**src/rtl/blink_period_monitor_if.sv**
```systemverilog
// Bundles the monitored input, the clear control and the status outputs
// of the blink period monitor into one connection.
interface blink_period_monitor_if #(
    parameter int CNT_W = 16
);
    logic             blink_in;
    logic             clear;
    logic [CNT_W-1:0] half_period;
    logic             period_valid;
    logic             locked;
    logic [7:0]       mismatch_count;
    logic             timeout;

    // Side that drives the square wave and observes status.
    modport master (
        output blink_in,
        output clear,
        input  half_period,
        input  period_valid,
        input  locked,
        input  mismatch_count,
        input  timeout
    );

    // The monitor itself.
    modport slave (
        input  blink_in,
        input  clear,
        output half_period,
        output period_valid,
        output locked,
        output mismatch_count,
        output timeout
    );
endinterface

```
**src/rtl/blink_period_monitor.sv**
```systemverilog
// Measures the number of cycles between successive toggles of blink_in,
// compares each interval against EXPECTED_HALF +/- TOLERANCE, and reports
// lock, a saturating mismatch count and a sticky loss-of-activity flag.
module blink_period_monitor #(
    parameter int EXPECTED_HALF  = 128,
    parameter int TOLERANCE      = 0,
    parameter int LOCK_COUNT     = 4,
    parameter int TIMEOUT_CYCLES = 1024,
    parameter int CNT_W          = 16
) (
    input  logic                   clk,
    input  logic                   reset_n,
    blink_period_monitor_if.slave  bus
);
    localparam int GR_W = $clog2(LOCK_COUNT + 1);

    typedef enum logic [1:0] {
        ST_IDLE    = 2'd0,
        ST_MEASURE = 2'd1,
        ST_LOCKED  = 2'd2
    } state_t;

    state_t             r_state;
    state_t             w_state_nxt;
    logic               r_blink_q;
    logic [CNT_W-1:0]   r_cnt;
    logic [CNT_W-1:0]   w_cnt_nxt;
    logic [GR_W-1:0]    r_good_run;
    logic [GR_W-1:0]    w_good_run_nxt;
    logic [CNT_W-1:0]   r_half_period;
    logic [CNT_W-1:0]   w_half_period_nxt;
    logic               r_period_valid;
    logic               w_period_valid_nxt;
    logic               r_locked;
    logic [7:0]         r_mismatch_count;
    logic [7:0]         w_mismatch_count_nxt;
    logic               r_timeout;
    logic               w_timeout_nxt;

    logic               w_edge;
    logic [CNT_W:0]     w_meas;
    logic signed [CNT_W+1:0] w_diff;
    logic [CNT_W+1:0]   w_abs;
    logic               w_in_tol;
    logic               w_timeout_hit;
    logic [CNT_W-1:0]   w_cnt_inc;
    logic [GR_W-1:0]    w_good_inc;
    logic [7:0]         w_mismatch_inc;

    assign w_edge    = (bus.blink_in != r_blink_q);
    assign w_meas    = {1'b0, r_cnt} + (CNT_W+1)'(1);
    assign w_diff    = $signed({1'b0, w_meas}) - $signed((CNT_W+2)'(EXPECTED_HALF));
    assign w_abs     = w_diff[CNT_W+1] ? $unsigned(-w_diff) : $unsigned(w_diff);
    assign w_in_tol  = (w_abs <= (CNT_W+2)'(TOLERANCE));

    // An edge on the same cycle as the limit takes precedence over timeout.
    assign w_timeout_hit  = !w_edge && (r_cnt == CNT_W'(TIMEOUT_CYCLES - 1));
    assign w_cnt_inc      = (&r_cnt) ? r_cnt : r_cnt + CNT_W'(1);
    assign w_good_inc     = r_good_run + GR_W'(1);
    assign w_mismatch_inc = (r_mismatch_count == 8'hFF) ? r_mismatch_count
                                                        : r_mismatch_count + 8'd1;

    // Next-state and next-value decode for state, counters and status.
    always_comb begin
        w_state_nxt          = r_state;
        w_cnt_nxt            = r_cnt;
        w_good_run_nxt       = r_good_run;
        w_half_period_nxt    = r_half_period;
        w_period_valid_nxt   = 1'b0;
        w_mismatch_count_nxt = r_mismatch_count;
        w_timeout_nxt        = r_timeout;

        if (bus.clear) begin
            w_state_nxt          = ST_IDLE;
            w_cnt_nxt            = '0;
            w_good_run_nxt       = '0;
            w_half_period_nxt    = '0;
            w_mismatch_count_nxt = '0;
            w_timeout_nxt        = 1'b0;
        end else begin
            case (r_state)
                ST_IDLE: begin
                    w_cnt_nxt = '0;
                    if (w_edge) begin
                        w_state_nxt = ST_MEASURE;
                    end
                end
                ST_MEASURE, ST_LOCKED: begin
                    if (w_edge) begin
                        w_cnt_nxt          = '0;
                        w_half_period_nxt  = w_meas[CNT_W-1:0];
                        w_period_valid_nxt = 1'b1;
                        if (w_in_tol) begin
                            if (r_state == ST_MEASURE) begin
                                w_good_run_nxt = w_good_inc;
                                if (w_good_inc == GR_W'(LOCK_COUNT)) begin
                                    w_state_nxt = ST_LOCKED;
                                end
                            end
                        end else begin
                            w_good_run_nxt       = '0;
                            w_mismatch_count_nxt = w_mismatch_inc;
                            w_state_nxt          = ST_MEASURE;
                        end
                    end else if (w_timeout_hit) begin
                        w_cnt_nxt      = '0;
                        w_good_run_nxt = '0;
                        w_timeout_nxt  = 1'b1;
                        w_state_nxt    = ST_IDLE;
                    end else begin
                        w_cnt_nxt = w_cnt_inc;
                    end
                end
                default: begin
                    w_state_nxt = ST_IDLE;
                    w_cnt_nxt   = '0;
                end
            endcase
        end
    end

    // State and datapath registers; locked decodes the next state so it
    // moves together with the period_valid pulse.
    always_ff @(posedge clk or negedge reset_n) begin
        if (!reset_n) begin
            r_state          <= ST_IDLE;
            r_blink_q        <= 1'b0;
            r_cnt            <= '0;
            r_good_run       <= '0;
            r_half_period    <= '0;
            r_period_valid   <= 1'b0;
            r_locked         <= 1'b0;
            r_mismatch_count <= '0;
            r_timeout        <= 1'b0;
        end else begin
            r_state          <= w_state_nxt;
            r_blink_q        <= bus.blink_in;
            r_cnt            <= w_cnt_nxt;
            r_good_run       <= w_good_run_nxt;
            r_half_period    <= w_half_period_nxt;
            r_period_valid   <= w_period_valid_nxt;
            r_locked         <= (w_state_nxt == ST_LOCKED);
            r_mismatch_count <= w_mismatch_count_nxt;
            r_timeout        <= w_timeout_nxt;
        end
    end

    assign bus.half_period    = r_half_period;
    assign bus.period_valid   = r_period_valid;
    assign bus.locked         = r_locked;
    assign bus.mismatch_count = r_mismatch_count;
    assign bus.timeout        = r_timeout;
endmodule

```
**src/flat_wrapper.sv**
```systemverilog
// flat-port wrapper written by rule: the top's interface ports become plain ports
module blink_period_monitor_flat 
#(
    parameter int EXPECTED_HALF  = 128,
    parameter int TOLERANCE      = 0,
    parameter int LOCK_COUNT     = 4,
    parameter int TIMEOUT_CYCLES = 1024,
    parameter int CNT_W          = 16
)
  (clk, reset_n, bus_blink_in, bus_clear, bus_half_period, bus_period_valid, bus_locked, bus_mismatch_count, bus_timeout);
  blink_period_monitor_if #(.CNT_W(CNT_W)) bus_i ();
  input  logic clk;
  input  logic reset_n;
  input wire logic [$bits(bus_i.blink_in)-1:0] bus_blink_in;
  input wire logic [$bits(bus_i.clear)-1:0] bus_clear;
  output wire logic [$bits(bus_i.half_period)-1:0] bus_half_period;
  output wire logic [$bits(bus_i.period_valid)-1:0] bus_period_valid;
  output wire logic [$bits(bus_i.locked)-1:0] bus_locked;
  output wire logic [$bits(bus_i.mismatch_count)-1:0] bus_mismatch_count;
  output wire logic [$bits(bus_i.timeout)-1:0] bus_timeout;
  assign bus_i.blink_in = bus_blink_in;
  assign bus_i.clear = bus_clear;
  assign bus_half_period = bus_i.half_period;
  assign bus_period_valid = bus_i.period_valid;
  assign bus_locked = bus_i.locked;
  assign bus_mismatch_count = bus_i.mismatch_count;
  assign bus_timeout = bus_i.timeout;
  blink_period_monitor #(.EXPECTED_HALF(EXPECTED_HALF), .TOLERANCE(TOLERANCE), .LOCK_COUNT(LOCK_COUNT), .TIMEOUT_CYCLES(TIMEOUT_CYCLES), .CNT_W(CNT_W)) u_core (.clk(clk), .reset_n(reset_n), .bus(bus_i));
endmodule
```
**config.mk**
```make
export PLATFORM = sky130hd
export DESIGN_NAME = blink_period_monitor_flat
export DESIGN_NICKNAME = d
export VERILOG_FILES = /design/src/rtl/blink_period_monitor_if.sv /design/src/rtl/blink_period_monitor.sv /design/src/flat_wrapper.sv
export SDC_FILE = /design/constraint.sdc
export NUM_CORES = 1
export LEC_CHECK = 0
export ABC_AREA = 1
export BUFFER_PORTS_ARGS = -buffer_cell sky130_fd_sc_hd__buf_2
export CAP_MARGIN = 20
export CORE_UTILIZATION = 54
export CTS_CLUSTER_DIAMETER = 120
export DETAILED_ROUTE_END_ITERATION = 16
export GPL_ROUTABILITY_DRIVEN = 0
export GPL_TIMING_DRIVEN = 0
export PLACE_DENSITY_LB_ADDON = 0.1
export SETUP_SLACK_MARGIN = 0.2
export SLEW_MARGIN = 20
export SYNTH_ARGS = -nofsm -noshare
export SYNTH_HDL_FRONTEND = slang
export SYNTH_SLANG_ARGS = --single-unit
```
**constraint.sdc**
```tcl
create_clock -name clk -period 3.2 [get_ports clk]
set_input_delay 0.16 -clock clk [delete_from_list [all_inputs] [get_ports clk]]
set_output_delay 0.16 -clock clk [all_outputs]
set_load 0.05 [all_outputs]
```
# --- Word-level counts from Yosys, hierarchy flattened ---
# Index checks and enable logic that the tools add are counted.
word_totals:
  reg_bits: 49
  word_cells: 76
  input_bits: 4
  output_inout_bits: 27
op_classes:
  muxes: 35
  n_eq_ne: 12
  n_reduce_logical: 13
  add_sub_neg: 6
  magnitude_cmp: 1
op_table:
  columns: ["operator", "count"]
  rows:
  - ["$mux 16", 8]
  - ["$mux 8", 5]
  - ["$le 18x1->1 const B", 1]
  - ["$mux 18", 1]
  - ["$mux 3", 6]
  - ["$neg 18->18", 1]
  - ["$sub 17x8->18 const B", 1]
  - ["$add 16x1->17 const B", 1]
  - ["$add 16x1->16 const B", 1]
  - ["$eq 16x10->1 const B", 1]
  - ["$reduce_and 16->1", 1]
  - ["$mux 2", 7]
  - ["$add 8x1->8 const B", 1]
  - ["$eq 8x8->1 const B", 1]
  - ["$mux 1", 7]
  - ["$ne 2x2->1 const B", 3]
  - ["$reduce_and 3->1", 2]
  - ["$reduce_bool 2->1", 3]
  - ["$ne 5x3->1 const B", 1]
  - ["$eq 2x2->1 const B", 2]
  - ["$ne 4x4->1 const B", 1]
  - ["$pmux 2 s2", 1]
  - ["$reduce_and 4->1", 1]
  - ["$add 3x1->3 const B", 1]
  - ["9 further kinds", 9]

# --- Depth between registers and ports, before layout ---
# Gate-level depths: netlist of the first run.
depth:
  word_depth: 10
  mapped_depth: 25
  depth_no_buf: 23

# --- Worst setup path before layout of the first run ---
# OpenSTA, ideal clock, no wires.
synth_timing:
  path_type: "register to register"
  from: "register u_core.r_cnt[1]"
  to: "register u_core.r_mismatch_count[0] (netlist: u_core.bus.mismatch_count[0])"
  setup_time_ns: 0.123
  arrival_time_ns: 2.913
  required_time_ns: 3.077
  stages_incl_launch_ff: 22
  path_slack_ns: 0.165
  period_less_slack_ns: 3.035
  n_path_buf: 1
  cell_sequence: "dfrtp_1 ha_1 nand2_2 nor2_4 nand3_1 nand2_1 ha_1 clkbuf_1 nand2_1 nor2_8 nand3_4 nand2_2 xor2_2 nand2_1 nor2_1 nand2_1 nor2_1 nand2_1 nand2_2 nand2_4 nand3_1 o21ai_1"
synth_via:
  elab_chain_len: 7
synth_lines:
  columns: ["item", "line", "text"]
  rows:
  - ["start: declaration", "blink_period_monitor.sv:26", "logic [CNT_W-1:0] r_cnt;"]
  - ["start signal: assignment", "blink_period_monitor.sv:138", "r_cnt <= w_cnt_nxt;"]
  - ["$add 16x1->17 (*)", "blink_period_monitor.sv:51", "assign w_meas = {1'b0, r_cnt} + (CNT_W+1)'(1);"]
  - ["$sub 17x8->18 (*)", "blink_period_monitor.sv:52", "assign w_diff = $signed({1'b0, w_meas}) - $signed((CNT_W+2)'(EXPECTED_HALF));"]
  - ["$neg 18->18", "blink_period_monitor.sv:53", "assign w_abs = w_diff[CNT_W+1] ? $unsigned(-w_diff) : $unsigned(w_diff);"]
  - ["$mux 18 (*)", "blink_period_monitor.sv:53", null]
  - ["$le 18x1->1 (*)", "blink_period_monitor.sv:54", "assign w_in_tol = (w_abs <= (CNT_W+2)'(TOLERANCE));"]
  - ["$ne 2x2->1 (no line) (*)", null, null]
  - ["$reduce_and 4->1 (no line) (*)", null, null]
  - ["end signal: assignment", "blink_period_monitor.sv:143", "r_mismatch_count <= w_mismatch_count_nxt;"]
  - ["end: declaration", "blink_period_monitor.sv:35", "logic [7:0] r_mismatch_count;"]
# Mark *: on every way between the ends. The rest lies on a longest branch, timed or not.
# A chain may end at the register's enable or synchronous reset.

# --- Worst setup path after layout of the first run ---
layout_timing:
  from: "register u_core.r_cnt[7]"
  to: "register u_core.r_mismatch_count[0] (netlist: u_core.bus.mismatch_count[0])"
# Same word-level chain as after synthesis.

==> results.txt, run 1 <==
- Destination of the worst hold path: u_core.bus.mismatch_count[7]$_DFFE_PN0P_
- For this run, the post-layout net count is about 580.
* Finish-stage setup viols: 0
- Final std cells w/o fill: 644
* Syn Nets: 512
* Critical path endpoint category: flop
- The floorplan step defined a core boundary enclosing 0.00606 mm².
* Initial standard-cell utilization of the core: between 50% and 60%
* Number of endpoints with negative hold slack in the final report: 0
- Measured in cells, the most critical reg-to-reg path has a length of 20.
* Vertical die dimension: approximately 82 µm
* Hold Path Depth: 4
- Fraction of layout instances using a drive strength above 1: 26.7%
* Share of the cycle needed by the critical path after routing: 89.9%
* Leak Pwr: 2.29 nW
* Floorplan die width: 82.1 µm
- Setup repair after global routing could not meet its margin everywhere.
- Number of vias per cell: 5.65
* Count of cell types in the netlist: 38
- Walking the worst path, the cells encountered are nand2_1, nor2_4, nand3_2, nand2_4, ha_4, buf_6, nand3_4, nor2_4, nand3_2, nor2_4, buf_6, nand3b_1, o21ai_1, nand4_1, nor2_1, nand2_1, nand2_2, nand2_4, nand3_1, o21ai_1.
- Clock buffers created by TritonCTS: 5
* Mean cell area of the mapped netlist: 6.95 µm²
- Clock tree from TritonCTS: done
- For this run, asynchronously set or reset flops after synthesis account for 100%.
- Entering global routing, the biggest net connects 50 pins.
* Total number of vias: 3638
* Global-route wire length before repair: ~14000 µm
- Antenna-violating nets left: 0
- For the final database, setup skew stands at 0.00519 ns.
* Number of H-tree branching levels: 2
- Most numerous cell on the critical path: nor2_4
* Shortest clock period the worst path allows after layout: 2.88 ns
- Across all setup checks in the final design, the least slack found is 0.322 ns.
- For this run, the number of Yosys warnings is 0.
* Clock root buffer: clkbuf_8
- Top-Level Pins: 31
- Before CTS, the worst setup slack after placement is -0.312 ns.
* Placed insts: 602
- The clock passes through at most 2 buffers.
* Max FO, Critical Path: 7
- Yosys attributes the largest share of cell area to dfrtp_1 (35%), nand2_1 (17%), nand3_1 (6.2%).
- Seq/Total Area, Yosys: 35.4%
- The flow ran to the end, and the final reports show no timing, DRC or antenna violations.
- The floorplan has 28 rows.
* Maximum frequency from static timing analysis: 348 MHz
* Post-synth top area share: a little over a third
* R2R Path Start: u_core.r_cnt[7]$_DFFE_PN0P_
- The library cell used most frequently in the layout, excluding fill and tap cells, is nand2_1.
* Number of flops mapped to enable cells by yosys: 0
- For this run, design rule violations remaining after detail routing come to 0.
- The floorplan step defined a die boundary enclosing 0.00673 mm².
- Final count of pins violating max slew: 0
* Transition time at the pin with the least slew margin: 0.746 ns
- The final layout contains routed wiring with a total length of 9730 µm.
- After routing, the total negative slack on setup checks comes to 0 ns.
* Number of register bits inferred by synthesis: 49
* Launching element type of the critical path: flop
* Global-route usage over all layers: about 28%
* Type of the worst min-delay path: in -> reg
- Setup CP Type: reg -> reg
- Dominant cell type by area after synthesis: dfrtp_1
- Counting both buffers and inverters, the worst setup path holds a total of 2.
- Data on the critical path arrives at its endpoint at 3.08 ns.
* Worst-case headroom to the max-slew limit: 49.9%
- Reg-to-Reg End: u_core.bus.mismatch_count[0]$_DFFE_PN0P_
* Count of input and output buffers: 29
* Detailed-router iteration count before antenna repair: 5
* Pwr Density: 304 mW/mm²
- The number of antenna diodes in the final layout is 0.
- P&R area growth vs syn: 25.3%
- Highest ir drop seen on vdd: 240 µV
- Detailed placement ended at an HPWL of ~6300 µm.
* Highest-count cells in the layout ignoring fill and taps: nand2_1 (140), dfrtp_1 (48), inv_1 (46), nor2_1 (41), nand3_1 (34)
* Maximum single-stage delay on the critical path: approximately 0.46 ns
* Initial antenna violation count: 0
* Required time of the critical path: 3.40 ns
* Remaining global-route overflow: 0
- Startpoint of the most critical hold path: bus_clear
- Wire length per cell: 15.1 µm
* Via count of the first global-routing pass: roughly 3000
* Largest delay share family, worst path: simple AND/OR/NAND/NOR gates
- Post-CTS clock slew at the launch and capture registers of the worst setup and hold paths: 0.09 ns
* Insertion delay to the later sink of the worst-skew pair: 0.31 ns
* Initial drt markers: 297
* Count of max-cap constraint violations: 0
- Synthesis produced approximately 500 cells.
- In the synthesized netlist the dominant register cell turns out to be dfrtp_1.
* Register-to-register setup slack: 0.32 ns
- Clock Sink Count: approximately 50
- Summing every instance area after synthesis gives 0.00346 mm².
- The slowest stage of the critical path is the dfrtp_1 cell.
==> synth_stat cells, types with 2 or more instances <==
library cell / number
nand2_1: 157
nor2_1: 50
dfrtp_1: 49
inv_1: 48
nand3_1: 43
o21ai_0: 30
nand4_1: 23
a21oi_1: 14
ha_1: 10
nand2_2: 10
clkbuf_1: 6
xor2_1: 6
nor2_4: 5
nor3_1: 5
inv_2: 4
nand2_4: 4
xnor2_1: 4
clkinv_1: 3
nor4_1: 3
nand3_4: 2
nand3b_1: 2
nor2_2: 2
nor2_8: 2
or2_2: 2
==> per-stage QoR <==
stage	utilization, %	power [mW]	area (µm²)	hold slack [ns]
finish	71.6	1.32	4340	0.361
global route	71.6	1.37	4340	0.421
CTS	65.6	1.31	3970	0.0894
detailed placement	61.1	0.841	3700	0.294
global placement	61.1	0.837	3700	0.291
floorplan	-	0.787	3460	-0.136
==> final cells by class <==
cell class                 instances  area [µm²]
tap                               75        93.8
sequential                        49        1230
fill                             485        1720
multi-input combinational        385        2200
clock buffer                       6        82.6
timing repair buffer              61         413
buffer                             9        63.8
clock inverter                     2        37.5
inverter                          57         223
==> kinds of logic after synthesis <==
family / after synthesis / synth area share [%]
compound gates: 51 / 7.88
flops: 49 / 35.4
buf+inv: 66 / 7.70
fa+ha+maj: 10 / 3.62
simple gates: 311 / 42.4
xor+xnor: 11 / 3.00
==> where the power goes <==
part           internal [mW]  switching, mW
logic                 0.0497          0.144
registers              0.634         0.0149
clock network          0.254          0.219
==> worst min-delay path, cell delays in order <==
cell and delay, ns:
clkbuf_1 0.22, nor2_1 0.16, nand2_1 0.05, nand2_1 0.05
==> how the worst max path moves through the flow <==
stage | slack [ns] | startpoint | cells past startpoint | end
global placement | -0.25 | u_core.r_cnt[1]$_DFFE_PN0P_ | 22 | u_core.bus.locked$_DFF_PN0_
floorplan | 0.30 | u_core.r_cnt[1]$_DFFE_PN0P_ | 21 | u_core.bus.mismatch_count[0]$_DFFE_PN0P_
global route | 0.09 | u_core.r_cnt[0]$_DFFE_PN0P_ | 21 | u_core.bus.locked$_DFF_PN0_
CTS | 0.21 | u_core.r_cnt[0]$_DFFE_PN0P_ | 19 | u_core.bus.mismatch_count[6]$_DFFE_PN0P_
finish | 0.32 | u_core.r_cnt[7]$_DFFE_PN0P_ | 20 | u_core.bus.mismatch_count[0]$_DFFE_PN0P_
detailed placement | -0.31 | u_core.r_cnt[1]$_DFFE_PN0P_ | 22 | u_core.bus.locked$_DFF_PN0_
==> per-layer routing <==
| layer | wire [µm] | global-route usage, % |
|---|---|---|
| met3 | 587 | 5.00 |
| met4 | 286 | 10.2 |
| met5 | 0 | 0 |
| met1 | 4370 | 38.9 |
| met2 | 4490 | 43.6 |
==> sequential cells by signal, summed over array words and instances, names as in the netlist <==
signal and cells:
u_core.r_good_run 3, u_core.bus.timeout 1, u_core.bus.mismatch_count 8, u_core.r_cnt 16, u_core.r_state 2, u_core.bus.period_valid 1, u_core.bus.half_period 16, u_core.r_blink_q 1
u_core.bus.locked 1
==> what timing repair did <==
item	4_1_cts	5_1_grt
endpoints found under the setup margin	14	14
pin swaps	5	39
buffers inserted	12	18
endpoints found under the hold margin	1	49
cloned	0	2
hold buffers	1	1
gates resized for setup	15	52
No activity file was read; power rests on OpenSTA's default activity.
==> run 2, diff against run 1 <==
--- a/config.mk
+++ b/config.mk
@@ -8,6 +8,7 @@
 export ABC_AREA = 1
 export BUFFER_PORTS_ARGS = -buffer_cell sky130_fd_sc_hd__buf_2
 export CAP_MARGIN = 20
+export CORE_ASPECT_RATIO = 0.75
 export CORE_UTILIZATION = 54
 export CTS_CLUSTER_DIAMETER = 120
 export DETAILED_ROUTE_END_ITERATION = 16
==> results.txt, run 2 (synthesis results as in run 1) <==
* Core Region: 0.00601 mm² (was 0.00606 mm²)
* Largest net degree at the start of global routing: 50 (unchanged)
* Number of buffers between clock root and the deepest sink: 2 (unchanged)
- The peak fanout along the critical path is 6 (was 7).
* Floorplan die width: 94.4 µm (was 82.1 µm)
- The vertical die dimension is 71.3 µm (was 82.1 µm).
- Clock tree from TritonCTS: done (unchanged)
- Finish-stage setup viols: 0 (unchanged)
- Clock Power Share: 30.6% (was 36.0%)
- The TritonCTS buffer count is 5 (unchanged).
- The initial antenna violation count was 0 (unchanged).
- Maximum single-stage delay on the critical path: 0.44 ns (was 0.46 ns)
- The clock latency of the later-clocked register in the worst-skew pair is 0.31 ns (about the same).
* Share of the cycle needed by the critical path after routing: 91.4% (was 89.9%)
* ANT cells: 0 (unchanged)
* Termination of the worst setup path: u_core.bus.mismatch_count[0]$_DFFE_PN0P_ (unchanged)
* Initial standard-cell utilization of the core: 57.6% (was 57.1%)
- Total length of routed wires: 10700 µm (was 9730 µm)
- Pwr Density: 282 mW/mm² (was 304 mW/mm²)
- The met2 layer usage reported by global route is 44.6% (was 43.6%).
- Antenna-violating nets left: 0 (unchanged)
* Detailed-router iteration count before antenna repair: 7 (was 5)
- The number of remaining DRC errors came to 0 (unchanged).
* Final std cells w/o fill: 647 (was 644)
- Sequence of cells on the critical path: ha_4, nand2_4, nor2_4, nand3_2, nand2_4, ha_4, buf_8, nand2_2, nor2_8, nand3_4, nand2_1, nand2_2, nor2_2, nand4_1, nor2_1, nand2_2, nand2_4, nand2_4, nand3_1, o21ai_1 (was nand2_1, nor2_4, nand3_2, nand2_4, ha_4, buf_6, nand3_4, nor2_4, nand3_2, nor2_4, buf_6, nand3b_1, o21ai_1, nand4_1, nor2_1, nand2_1, nand2_2, nand2_4, nand3_1, o21ai_1)
* Met1 layer usage reported by global route: 43.7% (was 38.9%)
- The number of DRC markers after the initial detailed-route iteration was 348 (was 297).
- Required time of the critical path: 3.39 ns (was 3.40 ns)
- The category of the worst setup path capture point is a flop (unchanged).
* P&R area growth vs syn: 25.1% (was 25.3%)
- The leakage power was 2.27 nW (was 2.29 nW).
* Total number of vias: 3763 (was 3638)
* Wire length per cell: 16.5 µm (was 15.1 µm)
* Internal power summed over all cells: 0.839 mW (was 0.938 mW)
* DP Wirelength: 6780 µm (was 6320 µm)
* Transition time at the pin with the least slew margin: 0.708 ns (was 0.746 ns)
- Highest-count cells in the layout ignoring fill and taps: nand2_1 (134), dfrtp_1 (48), inv_1 (44), nor2_1 (40), nand3_1 (35) (was nand2_1 (140), dfrtp_1 (48), inv_1 (46), nor2_1 (41), nand3_1 (34))
- The worst-case headroom to the max-slew limit is 52.3% (was 49.9%).
* Final count of pins violating max slew: 0 (unchanged)
- The critical-path cell with the highest stage delay is dfrtp_1 (unchanged).
* Final hold slack: 0.407 ns (was 0.361 ns)
- The capture point of the worst reg-to-reg path is u_core.bus.mismatch_count[0]$_DFFE_PN0P_ (unchanged).
- Via count of the first global-routing pass: 3248 (was 3043)
* Shortest clock period the worst path allows after layout: 2.92 ns (was 2.88 ns)
- The overall power consumption is 1.22 mW (was 1.32 mW).
- Number of vias per cell: 5.82 (was 5.65)
- The beginning of the worst register-to-register path was u_core.r_cnt[0]$_DFFE_PN0P_ (was u_core.r_cnt[7]$_DFFE_PN0P_).
- The utilization of the core after routing is 72.1% (was 71.6%).
- Switching pwr: 0.381 mW (was 0.379 mW)
- The global-route usage over all layers came to 30.4% (was 28.1%).
- The fmax came to 342 MHz (was 348 MHz).
* Launching element type of the critical path: flop (unchanged)
- Status: finished, final reports clean (unchanged).
- The CTS sink count came to 49 (unchanged).
- The fraction of met3 tracks used by global routing came to 8.39% (was 5.00%).
* Logic pwr share: 16.1% (was 14.8%)
- The critical path start-end classification was reg -> reg (unchanged).
* Arrival time of the worst setup path: 3.12 ns (was 3.08 ns)
- The die area is 0.00674 mm² (was 0.00673 mm²).
* Switching share of total power: 31.2% (was 28.7%)
- Type of the worst min-delay path: in -> async (was in -> reg)
- The launch point of the worst path was u_core.r_cnt[0]$_DFFE_PN0P_ (was u_core.r_cnt[7]$_DFFE_PN0P_).
- Top-Level Pins: 31 (unchanged)
* Maximum clock skew at final layout: 0.00883 ns (was 0.00519 ns)
- The CTS clock-pin slew for the worst setup and hold paths is 0.10 ns (was 0.09 ns).
* Number of endpoints with negative hold slack in the final report: 0 (unchanged)
* Depth of the worst register-to-register path: 20 (unchanged)
- The number of levels in the clock H-tree came to 2 (unchanged).
- Commonest non-fill, non-tap cell in the layout: nand2_1 (unchanged)
- Number of placement rows: 24 (was 28)
- The critical path's most frequent cell is nand2_4 (was nor2_4).
- Clock root buffer: clkbuf_8 (unchanged)
- RSZ-0062 raised after global routing: yes (unchanged)
- Placed insts: 605 (was 602)
- Count of max-cap constraint violations: 0 (unchanged)
- The fraction of layout instances using a drive strength above 1 came to 27.8% (was 26.7%).
- The final net count came to 582 (unchanged).
- Highest ir drop seen on vdd: 213 µV (was 240 µV)
- The fraction of power consumed by sequential logic was 53.2% (was 49.3%).
- Routing layer with the top usage in global route: met2 (unchanged)
* Remaining global-route overflow: 0 (unchanged)
- Count of input and output buffers: 29 (unchanged)
- The internal reg-to-reg setup slack is 0.28 ns (was 0.32 ns).
- Global-route wire length before repair: 15600 µm (was 14200 µm)
run 2: cell count changes in the layout (fill, tap and decap cells not counted), sizes merged:
cell and change:
buf -1, bufinv -1, nor2 +1, clkbuf +1
run 2: repair_timing:
item                                    CTS  global route
cloned                                    1             2
endpoints found under the setup margin   14            14
resized for setup                        25            51
hold endpoints to repair                  1            49
setup buffers                            13            16
pin swaps                                11            27
hold buffers                              1             1
run 2: per-layer routing:
layer / share of wire (%) / routed length [µm]
met4: 2.4 / 254
met5: 0 / 0
met3: 8.6 / 924
met2: 45 / 4780
met1: 44 / 4730
run 2: power groups by stage:
stage                     registers [mW]  logic (mW)  clock network [mW]
after floorplan                    0.698      0.0894                   0
final                              0.650       0.197               0.374
after global routing               0.652       0.216               0.398
after detailed placement           0.660       0.180                   0
after CTS                          0.649       0.187               0.383
after global placement             0.659       0.176                   0
run 2: per-stage QoR:
| stage | cell area (µm²) | TNS, ns | setup slack [ns] |
|---|---|---|---|
| 2_1_floorplan | 3460 | 0 | 0.296 |
| 3_3_place_gp | 3700 | -4.20 | -0.335 |
| 3_5_place_dp | 3700 | -5.13 | -0.400 |
| 4_1_cts | 3990 | 0 | 0.198 |
| 5_1_grt | 4330 | 0 | 0.107 |
| 6_report | 4330 | 0 | 0.277 |
run 2: worst min-delay path by stage:
stage | startpoint | to | slack, ns | depth (start not counted)
after detailed placement | bus_blink_in | u_core.r_blink_q$_DFF_PN0_ | 0.30 | 1
final | reset_n | u_core.bus.half_period[4]$_DFFE_PN0P_ | 0.41 | 2
after CTS | reset_n | u_core.bus.half_period[4]$_DFFE_PN0P_ | 0.09 | 1
after global placement | bus_blink_in | u_core.r_blink_q$_DFF_PN0_ | 0.29 | 1
after floorplan | reset_n | u_core.bus.half_period[0]$_DFFE_PN0P_ | -0.14 | 0
after global routing | bus_clear | u_core.bus.mismatch_count[3]$_DFFE_PN0P_ | 0.46 | 4
run 2: final cells by class:
class / count / area [µm²]
inverters: 57 / 220
fillers: 461 / 1680
repair buffers: 60 / 389
well taps: 78 / 97.6
clock inverters: 1 / 7.51
multi-input cells: 386 / 2240
flip-flops and latches: 49 / 1230
clock buffers: 7 / 76.3
plain buffers: 9 / 67.6
run 2: worst max-delay path, delay by kind of cell, from the launching register on:
kind	cells	cell delay [ns]
AND/OR/NAND/NOR	16	1.84
AO/OA/AOI/OAI	1	0.08
buffers and inverters	1	0.11
flip-flops	1	0.44
adder cells (fa/ha/maj)	2	0.33
